**config.mk**
```make
export PLATFORM = sky130hd
export DESIGN_NAME = alu_writeback_flat
export DESIGN_NICKNAME = d
export VERILOG_FILES = /design/src/rtl/alu_writeback_if.sv /design/src/rtl/alu_writeback.sv /design/src/flat_wrapper.sv
export SDC_FILE = /design/constraint.sdc
export NUM_CORES = 1
export LEC_CHECK = 0
export BUFFER_PORTS_ARGS = -buffer_cell sky130_fd_sc_hd__clkbuf_2
export CAP_MARGIN = 10
export CORE_ASPECT_RATIO = 1.75
export CORE_UTILIZATION = 49
export DETAILED_ROUTE_END_ITERATION = 16
export PLACE_DENSITY = 0.78
export SYNTH_ARGS = -nofsm -noshare
export SYNTH_HDL_FRONTEND = slang
export SYNTH_SLANG_ARGS = --single-unit
export TNS_END_PERCENT = 100
```
**constraint.sdc**
```tcl
create_clock -name clk -period 4 [get_ports clk]
set_input_delay 0.4 -clock clk [delete_from_list [all_inputs] [get_ports clk]]
set_output_delay 0.4 -clock clk [all_outputs]
set_load 0.005 [all_outputs]
```
**src/rtl/alu_writeback_if.sv**
```systemverilog
// ALU-to-writeback bundle: ALU result/status in, register-file write port out,
// plus PSR and queue occupancy observation.
interface alu_writeback_if #(
    parameter int DATA_W = 16,
    parameter int ADDR_W = 4,
    parameter int DEPTH  = 2
);
    localparam int CNT_W = $clog2(DEPTH) + 1;

    logic              in_valid;
    logic              in_ready;
    logic [DATA_W-1:0] in_result;
    logic              in_carry;
    logic              in_low;
    logic              in_flag;
    logic              in_negative;
    logic              in_zero;
    logic [ADDR_W-1:0] in_dest;
    logic              in_wr_en;
    logic              in_flags_en;

    logic              rf_we;
    logic [ADDR_W-1:0] rf_waddr;
    logic [DATA_W-1:0] rf_wdata;
    logic              rf_ready;

    logic [4:0]        psr;
    logic              carry_q;
    logic [CNT_W-1:0]  count;

    modport slave (
        input  in_valid, in_result, in_carry, in_low, in_flag, in_negative, in_zero,
        input  in_dest, in_wr_en, in_flags_en, rf_ready,
        output in_ready, rf_we, rf_waddr, rf_wdata, psr, carry_q, count
    );

    modport master (
        output in_valid, in_result, in_carry, in_low, in_flag, in_negative, in_zero,
        output in_dest, in_wr_en, in_flags_en, rf_ready,
        input  in_ready, rf_we, rf_waddr, rf_wdata, psr, carry_q, count
    );
endinterface

```
**src/rtl/alu_writeback.sv**
```systemverilog
// ALU writeback stage: small in-order write queue toward the register file
// and the processor status register fed by the ALU status outputs.
module alu_writeback #(
    parameter int DATA_W = 16,
    parameter int ADDR_W = 4,
    parameter int DEPTH  = 2
) (
    input  logic           clk,
    input  logic           reset,
    alu_writeback_if.slave bus
);
    localparam int PTR_W = $clog2(DEPTH);
    localparam int CNT_W = PTR_W + 1;

    logic [ADDR_W-1:0] dest_mem_q [DEPTH];
    logic [DATA_W-1:0] data_mem_q [DEPTH];

    logic [PTR_W-1:0]  wr_ptr_q, wr_ptr_d;
    logic [PTR_W-1:0]  rd_ptr_q, rd_ptr_d;
    logic [CNT_W-1:0]  count_q, count_d;
    logic [4:0]        psr_q, psr_d;

    logic in_ready;
    logic rf_we;
    logic accept;
    logic push;
    logic pop;

    // Ready is a pure function of occupancy, so a pop never frees a slot in the same cycle.
    assign in_ready = (count_q < CNT_W'(DEPTH));
    assign rf_we    = (count_q != '0);
    assign accept   = bus.in_valid && in_ready;
    assign push     = accept && bus.in_wr_en;
    assign pop      = rf_we && bus.rf_ready;

    always_comb begin
        wr_ptr_d = wr_ptr_q;
        rd_ptr_d = rd_ptr_q;
        count_d  = count_q;
        psr_d    = psr_q;

        if (push) begin
            wr_ptr_d = wr_ptr_q + PTR_W'(1);
        end
        if (pop) begin
            rd_ptr_d = rd_ptr_q + PTR_W'(1);
        end

        case ({push, pop})
            2'b10:   count_d = count_q + CNT_W'(1);
            2'b01:   count_d = count_q - CNT_W'(1);
            default: count_d = count_q;
        endcase

        if (accept && bus.in_flags_en) begin
            psr_d = {bus.in_negative, bus.in_zero, bus.in_flag, bus.in_low, bus.in_carry};
        end
    end

    always_ff @(posedge clk) begin
        if (reset) begin
            wr_ptr_q <= '0;
            rd_ptr_q <= '0;
            count_q  <= '0;
            psr_q    <= '0;
        end else begin
            wr_ptr_q <= wr_ptr_d;
            rd_ptr_q <= rd_ptr_d;
            count_q  <= count_d;
            psr_q    <= psr_d;
        end
    end

    // Storage needs no reset; occupancy alone decides what is valid.
    always_ff @(posedge clk) begin
        if (push && !reset) begin
            dest_mem_q[wr_ptr_q] <= bus.in_dest;
            data_mem_q[wr_ptr_q] <= bus.in_result;
        end
    end

    assign bus.in_ready = in_ready;
    assign bus.rf_we    = rf_we;
    assign bus.rf_waddr = dest_mem_q[rd_ptr_q];
    assign bus.rf_wdata = data_mem_q[rd_ptr_q];
    assign bus.psr      = psr_q;
    assign bus.carry_q  = psr_q[0];
    assign bus.count    = count_q;
endmodule

```
**src/flat_wrapper.sv**
```systemverilog
// flat-port wrapper written by rule: the top's interface ports become plain ports
module alu_writeback_flat 
#(
    parameter int DATA_W = 16,
    parameter int ADDR_W = 4,
    parameter int DEPTH  = 2
)
  (clk, reset, bus_in_valid, bus_in_result, bus_in_carry, bus_in_low, bus_in_flag, bus_in_negative, bus_in_zero, bus_in_dest, bus_in_wr_en, bus_in_flags_en, bus_rf_ready, bus_in_ready, bus_rf_we, bus_rf_waddr, bus_rf_wdata, bus_psr, bus_carry_q, bus_count);
  alu_writeback_if #(.DATA_W(DATA_W), .ADDR_W(ADDR_W), .DEPTH(DEPTH)) bus_i ();
  input  logic clk;
  input  logic reset;
  input wire logic [$bits(bus_i.in_valid)-1:0] bus_in_valid;
  input wire logic [$bits(bus_i.in_result)-1:0] bus_in_result;
  input wire logic [$bits(bus_i.in_carry)-1:0] bus_in_carry;
  input wire logic [$bits(bus_i.in_low)-1:0] bus_in_low;
  input wire logic [$bits(bus_i.in_flag)-1:0] bus_in_flag;
  input wire logic [$bits(bus_i.in_negative)-1:0] bus_in_negative;
  input wire logic [$bits(bus_i.in_zero)-1:0] bus_in_zero;
  input wire logic [$bits(bus_i.in_dest)-1:0] bus_in_dest;
  input wire logic [$bits(bus_i.in_wr_en)-1:0] bus_in_wr_en;
  input wire logic [$bits(bus_i.in_flags_en)-1:0] bus_in_flags_en;
  input wire logic [$bits(bus_i.rf_ready)-1:0] bus_rf_ready;
  output wire logic [$bits(bus_i.in_ready)-1:0] bus_in_ready;
  output wire logic [$bits(bus_i.rf_we)-1:0] bus_rf_we;
  output wire logic [$bits(bus_i.rf_waddr)-1:0] bus_rf_waddr;
  output wire logic [$bits(bus_i.rf_wdata)-1:0] bus_rf_wdata;
  output wire logic [$bits(bus_i.psr)-1:0] bus_psr;
  output wire logic [$bits(bus_i.carry_q)-1:0] bus_carry_q;
  output wire logic [$bits(bus_i.count)-1:0] bus_count;
  assign bus_i.in_valid = bus_in_valid;
  assign bus_i.in_result = bus_in_result;
  assign bus_i.in_carry = bus_in_carry;
  assign bus_i.in_low = bus_in_low;
  assign bus_i.in_flag = bus_in_flag;
  assign bus_i.in_negative = bus_in_negative;
  assign bus_i.in_zero = bus_in_zero;
  assign bus_i.in_dest = bus_in_dest;
  assign bus_i.in_wr_en = bus_in_wr_en;
  assign bus_i.in_flags_en = bus_in_flags_en;
  assign bus_i.rf_ready = bus_rf_ready;
  assign bus_in_ready = bus_i.in_ready;
  assign bus_rf_we = bus_i.rf_we;
  assign bus_rf_waddr = bus_i.rf_waddr;
  assign bus_rf_wdata = bus_i.rf_wdata;
  assign bus_psr = bus_i.psr;
  assign bus_carry_q = bus_i.carry_q;
  assign bus_count = bus_i.count;
  alu_writeback #(.DATA_W(DATA_W), .ADDR_W(ADDR_W), .DEPTH(DEPTH)) u_core (.clk(clk), .reset(reset), .bus(bus_i));
endmodule
```
### Yosys cells after proc, flatten, opt, wreduce, memory -nomap -nowiden

Memory sizes are Yosys's and may differ from the RTL's. A register that Yosys moved wholly into a read port is not among the register bits.
Index checks and enable logic that the tools add are counted.

| word-level totals | value |
|---|---|
| memory bits (writable) | 40 |
| memories | 2 |
| output and inout port bits | 30 |
| logic and storage cells | 28 |
| register bits after elaboration | 9 |
| bits of input ports | 31 |

| operators by class | value |
|---|---|
| multiplexer cells | 7 |
| add/sub/neg operators | 4 |
| reduce and logical (&&, ||, !) cells | 8 |
| eq/ne operators | 2 |
| $lt $le $gt $ge | 1 |

Memories:

| memory | words | bits a word | rd ports | clocked after memory_dff | write ports | RTL line | source |
|---|---|---|---|---|---|---|---|
| u_core.data_mem_q | 2 | 16 | 1 | 1 | 1 | alu_writeback.sv:16 | `logic [DATA_W-1:0] data_mem_q [DEPTH];` |
| u_core.dest_mem_q | 2 | 4 | 1 | 1 | 1 | alu_writeback.sv:15 | `logic [ADDR_W-1:0] dest_mem_q [DEPTH];` |

Operators by type and width:

| kind | number |
|---|---|
| 1-bit two-way mux | 6 |
| 1-bit logical AND | 5 |
| 2-bit case mux with 2 select lines | 1 |
| 2-bit nonzero test | 2 |
| 1-bit adder (second input constant) | 2 |
| 2-bit by 1-bit adder with 2-bit output (second input constant) | 1 |
| 2-bit by 1-bit equality test with 1-bit output (second input constant) | 1 |
| 2-bit equality test (second input constant) | 1 |
| 2-bit < comparator (second input constant) | 1 |
| 2-bit by 1-bit subtractor with 2-bit output (second input constant) | 1 |
| 1-bit logical NOT | 1 |

### Depth between registers and ports, before layout

Gate-level depths: netlist (run 1).

| logic depth | value |
|---|---|
| depth in word-level cells | 6 |
| depth in mapped cells | 5 |
| gate-level depth less buffers | 5 |

### Least setup slack after synthesis (run 1)

Ideal clock, no wire load.

| timing | value |
|---|---|
| path type | input to register |
| from | in bus_in_wr_en |
| to | mem u_core.data_mem_q[1][0], enable pin |
| path buffers | 0 |
| library setup time | 455 ps |
| data arrival time | 2604 ps |
| data required time | 3545 ps |
| stages | 2 |
| path slack | 941 ps |
| cells stage by stage | nand2_1 nor4b_1 |

| between the ends | value |
|---|---|
| cells in the longest elaborated chain, start to end | 4 |

RTL lines:

| what | RTL line | source |
|---|---|---|
| start: declaration | flat_wrapper.sv:20 | `input wire logic [$bits(bus_i.in_wr_en)-1:0] bus_in_wr_en;` |
| 1-bit logical AND | alu_writeback.sv:33 | `assign push = accept && bus.in_wr_en;` |
| 1-bit logical AND | alu_writeback.sv:76 | `if (push && !reset) begin` |
| 1-bit two-way mux | alu_writeback.sv:76 |  |
| 1-bit two-way mux (implied by the code) | alu_writeback.sv:78 | `data_mem_q[wr_ptr_q] <= bus.in_result;` |
| end: declaration | alu_writeback.sv:16 |  |

Every way passes these cells.

==> results_dict.tcl, run 1 <==
set metrics [dict create \
    run_status "finished clean" \
    drtAntennaViolNets 0 \
    die_wd_microns 48.46 \
    first_pass_iters 4 \
    yosys_register_bits 50 \
    height_of_the_chip_microns 83.30 \
    share_of_synthesized_area_occupied_by_flip_flops_and_latches_pct 75.73 \
    power-per-cell-area_nw_per_um2 497.6 \
    worst-r2r-cell-count 4 \
    final_layout_size_suffix_gt1_share_pct 55.03 \
    worst_pin_slew_ns 0.8962 \
    final.min_clock_period_ns 2.148 \
    hold_violations 0 \
    initial_drt_markers 29 \
    gate_count_of_the_mapped_netlist 104 \
    rr_endpoint "u_core.bus.count[1]" \
    timing.final.max_slew_violations 0 \
    netlist.area_leader.share_pct 64.91 \
    grt_use_met3_pct 4.212 \
    cp-start-kind "flip-flop" \
    htree_num_levels 2 \
    cts_tree "done" \
    port_buffers 60 \
    min_from "bus_in_result[3]" \
    mean_number_of_vias_per_cell 5.019 \
    ys_top_cells_by_area "edfxtp_1 (65%), mux2_2 (12%), dfxtp_1 (11%)" \
    routed_wire_length_per_instance_microns 14.61 \
    crit_path_cells "mux2_2 > clkbuf_2" \
    num_vias 1079 \
    clock-root-buffer "clkbuf_8" \
    timing.max_cap.violations 0 \
    grt_overflow 0 \
    p_leak_nw 0.9229 \
    timing.fmax_mhz 465.6 \
    cts_repair_resize_count 0 \
    gpl.final_weighted_congestion 0.6806 \
    synth.avg_cell_area_sq_um 17.79 \
    timing.final.setup_violations 0 \
    grt_usage_pct 16.80 \
    setup_tns_ns 0 \
    grt_first_pass_wirelength_microns 5023 \
    fin_worst_hold_slack_ns 0.2959 \
    syn2layout_area_growth_pct 23.94 \
    place_hpwl_microns 2305 \
    regToRegStartpoint "u_core.bus.count[1]" \
    cts-buffers-inserted 5 \
    hold_depth 1 \
    crit_fanout 20 \
    setup_repair_after_global_routing_missed_its_margin "false" \
    grt_util_met1_pct 15.28 \
    warnings_from_yosys 0 \
    drt-total-wl_microns 3142 \
    critical_path.max_stage_delay_ns 0.91 \
    worst_clock_skew_on_the_final_layout_ns 0.004411 \
    postCtsHoldBufs 0 \
    placeableCoreArea_sq_um 3628 \
    worst_hold_path_type "primary input to flip-flop" \
    timing.critical_path.required_ns 3.60 \
    post_cts_buffers 0 \
    worstPathArrival_ns 1.75 \
    r2r_slack_ns 2.42 \
    drt_drc_violations_left 0 \
    grt_start_max_net_pins 21 \
    critical_path_class "flip-flop to output port" \
    slew_headroom_pct 40.17 \
    cts-root-to-sink-buffers 2 \
    final_period_utilization_pct 53.69 \
    num_antenna_cells 0 \
    initial_util_pct 51.00 \
    num-nets-final 201 \
    whs_endpoint "u_core.data_mem_q[1][3]" \
    clock_sinks 50 \
    first_global_vias 1123 \
    postSynthNetCount 136 \
    global_route.peak_usage_layer "met2" \
    synth.largest_area_cell "edfxtp_1" \
    post_synth_instance_area_sq_um 1851 \
    unique_cell_type_count_in_the_yosys_netlist 22 \
    clkLatencyLatePin_ns 0.29 \
    io_pins 61 \
    number_of_placement_rows 29 \
    initial_antenna_violation_count 0 \
    clock_pin_slew_on_the_worst_setup_and_hold_paths_ns 0.08 \
    worstSetupEndpointType "output port" \
    use_met2_pct 34.44 \
    ir_worst_vdd_uv 409.5 \
    crit_slowest_cell "dfxtp_1" \
    fp.dieArea_sq_um 4036 \
]
worst max path at each step:
stage                       startpoint                      end  slack [ns]  cells past startpoint
after floorplan           bus_in_wr_en  u_core.data_mem_q[1][0]        0.94                      2
after global placement       flip-flop          bus_rf_waddr[3]        2.21                      2
after detailed placement     flip-flop          bus_rf_waddr[1]        2.15                      2
after CTS                    flip-flop          bus_rf_waddr[1]        1.81                      2
after global routing         flip-flop          bus_rf_waddr[1]        1.74                      2
final                        flip-flop          bus_rf_waddr[1]        1.85                      2
synthesized netlist by cell type:
library cell	instances
edfxtp_1	40
mux2_2	20
dfxtp_1	10
nor2_1	9
mux2i_1	5
buf_2	2
xnor2_1	2
xor2_1	2
a21oi_1	1
buf_4	1
clkbuf_1	1
ha_1	1
inv_1	1
nand2_1	1
nand3b_1	1
nand3b_2	1
nor4_1	1
nor4b_1	1
o21a_1	1
o21ai_0	1
or2_2	1
or3_1	1
through the flow:
stage | setup WS (ns) | total power (W) | utilization [%] | area [sq um] | std cells
4_1_cts | 1.809 | 0.001155 | 63.21 | 2293 | 215
2_1_floorplan | 0.9412 | 0.0007913 | - | 1851 | 104
6_report | 1.852 | 0.001141 | 63.21 | 2293 | 215
3_3_place_gp | 2.207 | 0.0008807 | 61.03 | 2215 | 208
3_5_place_dp | 2.145 | 0.0008962 | 61.03 | 2215 | 208
5_1_grt | 1.739 | 0.001196 | 63.21 | 2293 | 215
worst max-delay path, delay by kind of cell, from the launching register on:
family,cells,cell delay [ns]
multiplexers,1,0.43
buffers and inverters,1,0.12
flip-flops,1,0.91
cell families after synthesis:
logic type	count (synthesis)	share of synthesized area [%]
flops	50	75.73
mux	25	14.88
simple gates	16	4.531
buf+inv	5	1.352
xor+xnor	4	1.894
compound gates	3	0.9462
fa+ha+maj	1	0.6760
layout by cell type (no fill, tap or decap), drive strengths merged:
master / count
clkinv: 2
xor2: 2
buf: 2
a21oi: 1
mux2: 20
mux2i: 5
nor4: 1
nor4b: 1
o21a: 1
nand2: 1
nor2: 9
ha: 1
xnor2: 2
or2: 1
nand3b: 2
inv: 1
edfxtp: 40
or3: 1
clkbuf: 65
dfxtp: 10
o21ai: 1
state kept, by name (all words and copies together) (netlist names), named ones only:
register	count
u_core.bus.count	2
u_core.bus.psr	5
u_core.data_mem_q	32
u_core.dest_mem_q	8
u_core.rd_ptr_q	1
u_core.wr_ptr_q	1
metal layers:
| layer | wire length (microns) | part of all wire, % |
|---|---|---|
| met5 | 0 | 0 |
| met4 | 35 | 1.1 |
| met3 | 202 | 6.4 |
| met2 | 1851 | 59 |
| met1 | 1052 | 33 |
report_power, final:
group          total [W]  switching, W  internal (W)
combinational   0.000234     0.0000911      0.000143
clock           0.000259      0.000142      0.000117
sequential      0.000649     0.0000503      0.000598
total            0.00114      0.000283      0.000858
final cells by class:
type | count | area [sq um]
clock buffer | 5 | 68.82
clock inverter | 2 | 10.01
fill | 294 | 1335
inverter | 1 | 3.754
multi-input combinational | 49 | 436.7
sequential | 50 | 1401
tap | 46 | 57.56
timing repair buffer | 62 | 315.3
Power figures use the tool's default switching activity.
==> run 2: changes to the inputs <==
- clock period: 4 -> 2.2 ns (I/O delays scaled with it)
==> results_dict.tcl, run 2 (synthesis gave the netlist of run 1 again) <==
set metrics [dict create \
    final.min_clock_period_ns 1.657 \
    initial_antenna_violation_count 0 \
    timing.final.setup_violations 0 \
    slew_headroom_pct 72.68 \
    worst_hold_path_type "primary input to flip-flop" \
    crit_path_cells "o21a_1 > ha_1 > or3_1 > a21oi_1" \
    timing.critical_path.max_delay_family "flip-flops" \
    clkLatencyLatePin_ns 0.29 \
    first_global_vias 1079 \
    post_cts_buffers 0 \
    setup_repair_after_global_routing_missed_its_margin "false" \
    setup_tns_ns 0 \
    p_comb_share_pct 22.9 \
    gpl.final_weighted_congestion 0.6707 \
    crit_slowest_cell "dfxtp_1" \
    worstPathArrival_ns 1.88 \
    place_hpwl_microns 2103 \
    final_layout_size_suffix_gt1_share_pct 54.39 \
    port_buffers 60 \
    layout_common_cells "clkbuf_2 (60), edfxtp_1 (40), mux2_2 (20), dfxtp_1 (10), nor2_1 (9)" \
    power.sequential.fraction_pct 54.3 \
    cp-start-kind "flip-flop" \
    num-nets-final 202 \
    clock_pin_slew_on_the_worst_setup_and_hold_paths_ns 0.08 \
    run_status "finished clean" \
    cts_tree "done" \
    timing.critical_path.required_ns 2.42 \
    grt_first_pass_wirelength_microns 4767 \
    clock-root-buffer "clkbuf_8" \
    timing.fmax_mhz 603.6 \
    p_leak_nw 0.9296 \
    routed_wire_length_per_instance_microns 13.40 \
    critical_path.max_stage_delay_ns 0.58 \
    grt_start_max_net_pins 21 \
    largest_register "u_core.data_mem_q" \
    grt_usage_pct 15.64 \
    largest_register_ffs 32 \
    power.internal_w 0.001575 \
    drt-total-wl_microns 2908 \
    io_pins 61 \
    height_of_the_chip_microns 83.30 \
    die_wd_microns 48.46 \
    hold_violations 0 \
    grt_overflow 0 \
    final_period_utilization_pct 75.31 \
    htree_num_levels 2 \
    cts-buffers-inserted 5 \
    syn2layout_area_growth_pct 25.42 \
    num_vias 1065 \
    mean_number_of_vias_per_cell 4.908 \
    worstPathBufferInverterCount 0 \
    first_pass_iters 4 \
    drt_drc_violations_left 0 \
    power.switching_w 0.0005228 \
    cts_repair_resize_count 0 \
    layout.cells.most_common "clkbuf_2" \
    ir_worst_vdd_uv 549.9 \
    fin_worst_hold_slack_ns 0.1125 \
    drtAntennaViolNets 0 \
    clock_sinks 50 \
    worst_clock_skew_on_the_final_layout_ns 0.006552 \
    power.clock.fraction_pct 22.8 \
    cts-root-to-sink-buffers 2 \
    num_antenna_cells 0 \
    placeableCoreArea_sq_um 3628 \
    timing.final.max_slew_violations 0 \
    initial_util_pct 51.00 \
    worst_pin_slew_ns 0.4093 \
    initial_drt_markers 14 \
    critical_path_class "flip-flop to flip-flop" \
    number_of_placement_rows 29 \
    postCtsHoldBufs 0 \
    power-per-cell-area_nw_per_um2 903.7 \
    fp.dieArea_sq_um 4036 \
    sw_frac_of_total_pct 24.93 \
    timing.max_cap.violations 0 \
    worstSetupEndpointType "flip-flop" \
    crit_fanout 10 \
]
run 2: cell count changes in the layout (fill, tap and decap cells not counted):
cell      change
buf_4         +1
clkbuf_1      +1
clkinv_1      +1
clkinv_2      -1
nor4_2        -1
nor4_4        +1
nor4b_2       -1
nor4b_4       +1
run 2: cell type report:
cell class	instances	area (sq um)
Clock buffer	6	72.57
Sequential cell	50	1401
Clock inverter	2	8.758
Fill cell	298	1308
Timing Repair Buffer	63	322.8
Inverter	1	3.754
Multi-Input combinational cell	49	454.2
Tap cell	46	57.56
run 2: final timing paths:
path | slack, ns | cells after the start | start | to
worst max-delay path | 0.54 | 4 | u_core.bus.count[1] | u_core.bus.count[1]
worst min-delay path | 0.11 | 1 | bus_in_result[7] | u_core.data_mem_q[1][7]
worst max register to register | 0.54 | 4 | u_core.bus.count[1] | u_core.bus.count[1]
worst min register to register | 0.51 | 2 | u_core.bus.psr[3] | u_core.bus.psr[3]
run 2: worst reg2reg max path, stage by stage, from the launching register on:
cell and delay, ns:
dfxtp_1 0.58, o21a_1 0.23, ha_1 0.28, or3_1 0.35, a21oi_1 0.15
run 2: routing by layer:
layer	global-route usage (%)	vias to the layer above	part of all wire, %
met2	30.22	44	57
met4	4.813	0	1.3
met5	0	-	0
met3	4.396	3	6.4
met1	15.54	502	36
li1	-	516	-
run 2: power by group through the flow:
stage	Clock, W	Combinational, W	Sequential, W
2_1_floorplan	0	0.000294	0.00115
3_3_place_gp	0	0.000469	0.00115
3_5_place_dp	0	0.000486	0.00116
4_1_cts	0.000499	0.000490	0.00114
5_1_grt	0.000531	0.000529	0.00115
6_report	0.000479	0.000480	0.00114
run 2: through the flow:
stage                     total power [W]  std cells  setup slack [ns]  cell area, sq um  utilization, %
final                            0.002097        217            0.5432              2321           63.97
after global routing             0.002206        217            0.4596              2321           63.97
after CTS                        0.002127        217            0.5574              2321           63.97
after detailed placement         0.001646        209            0.5739              2240           61.72
after global placement           0.001620        209            0.6684              2240           61.72
after floorplan                  0.001441        104            0.1386              1863               -
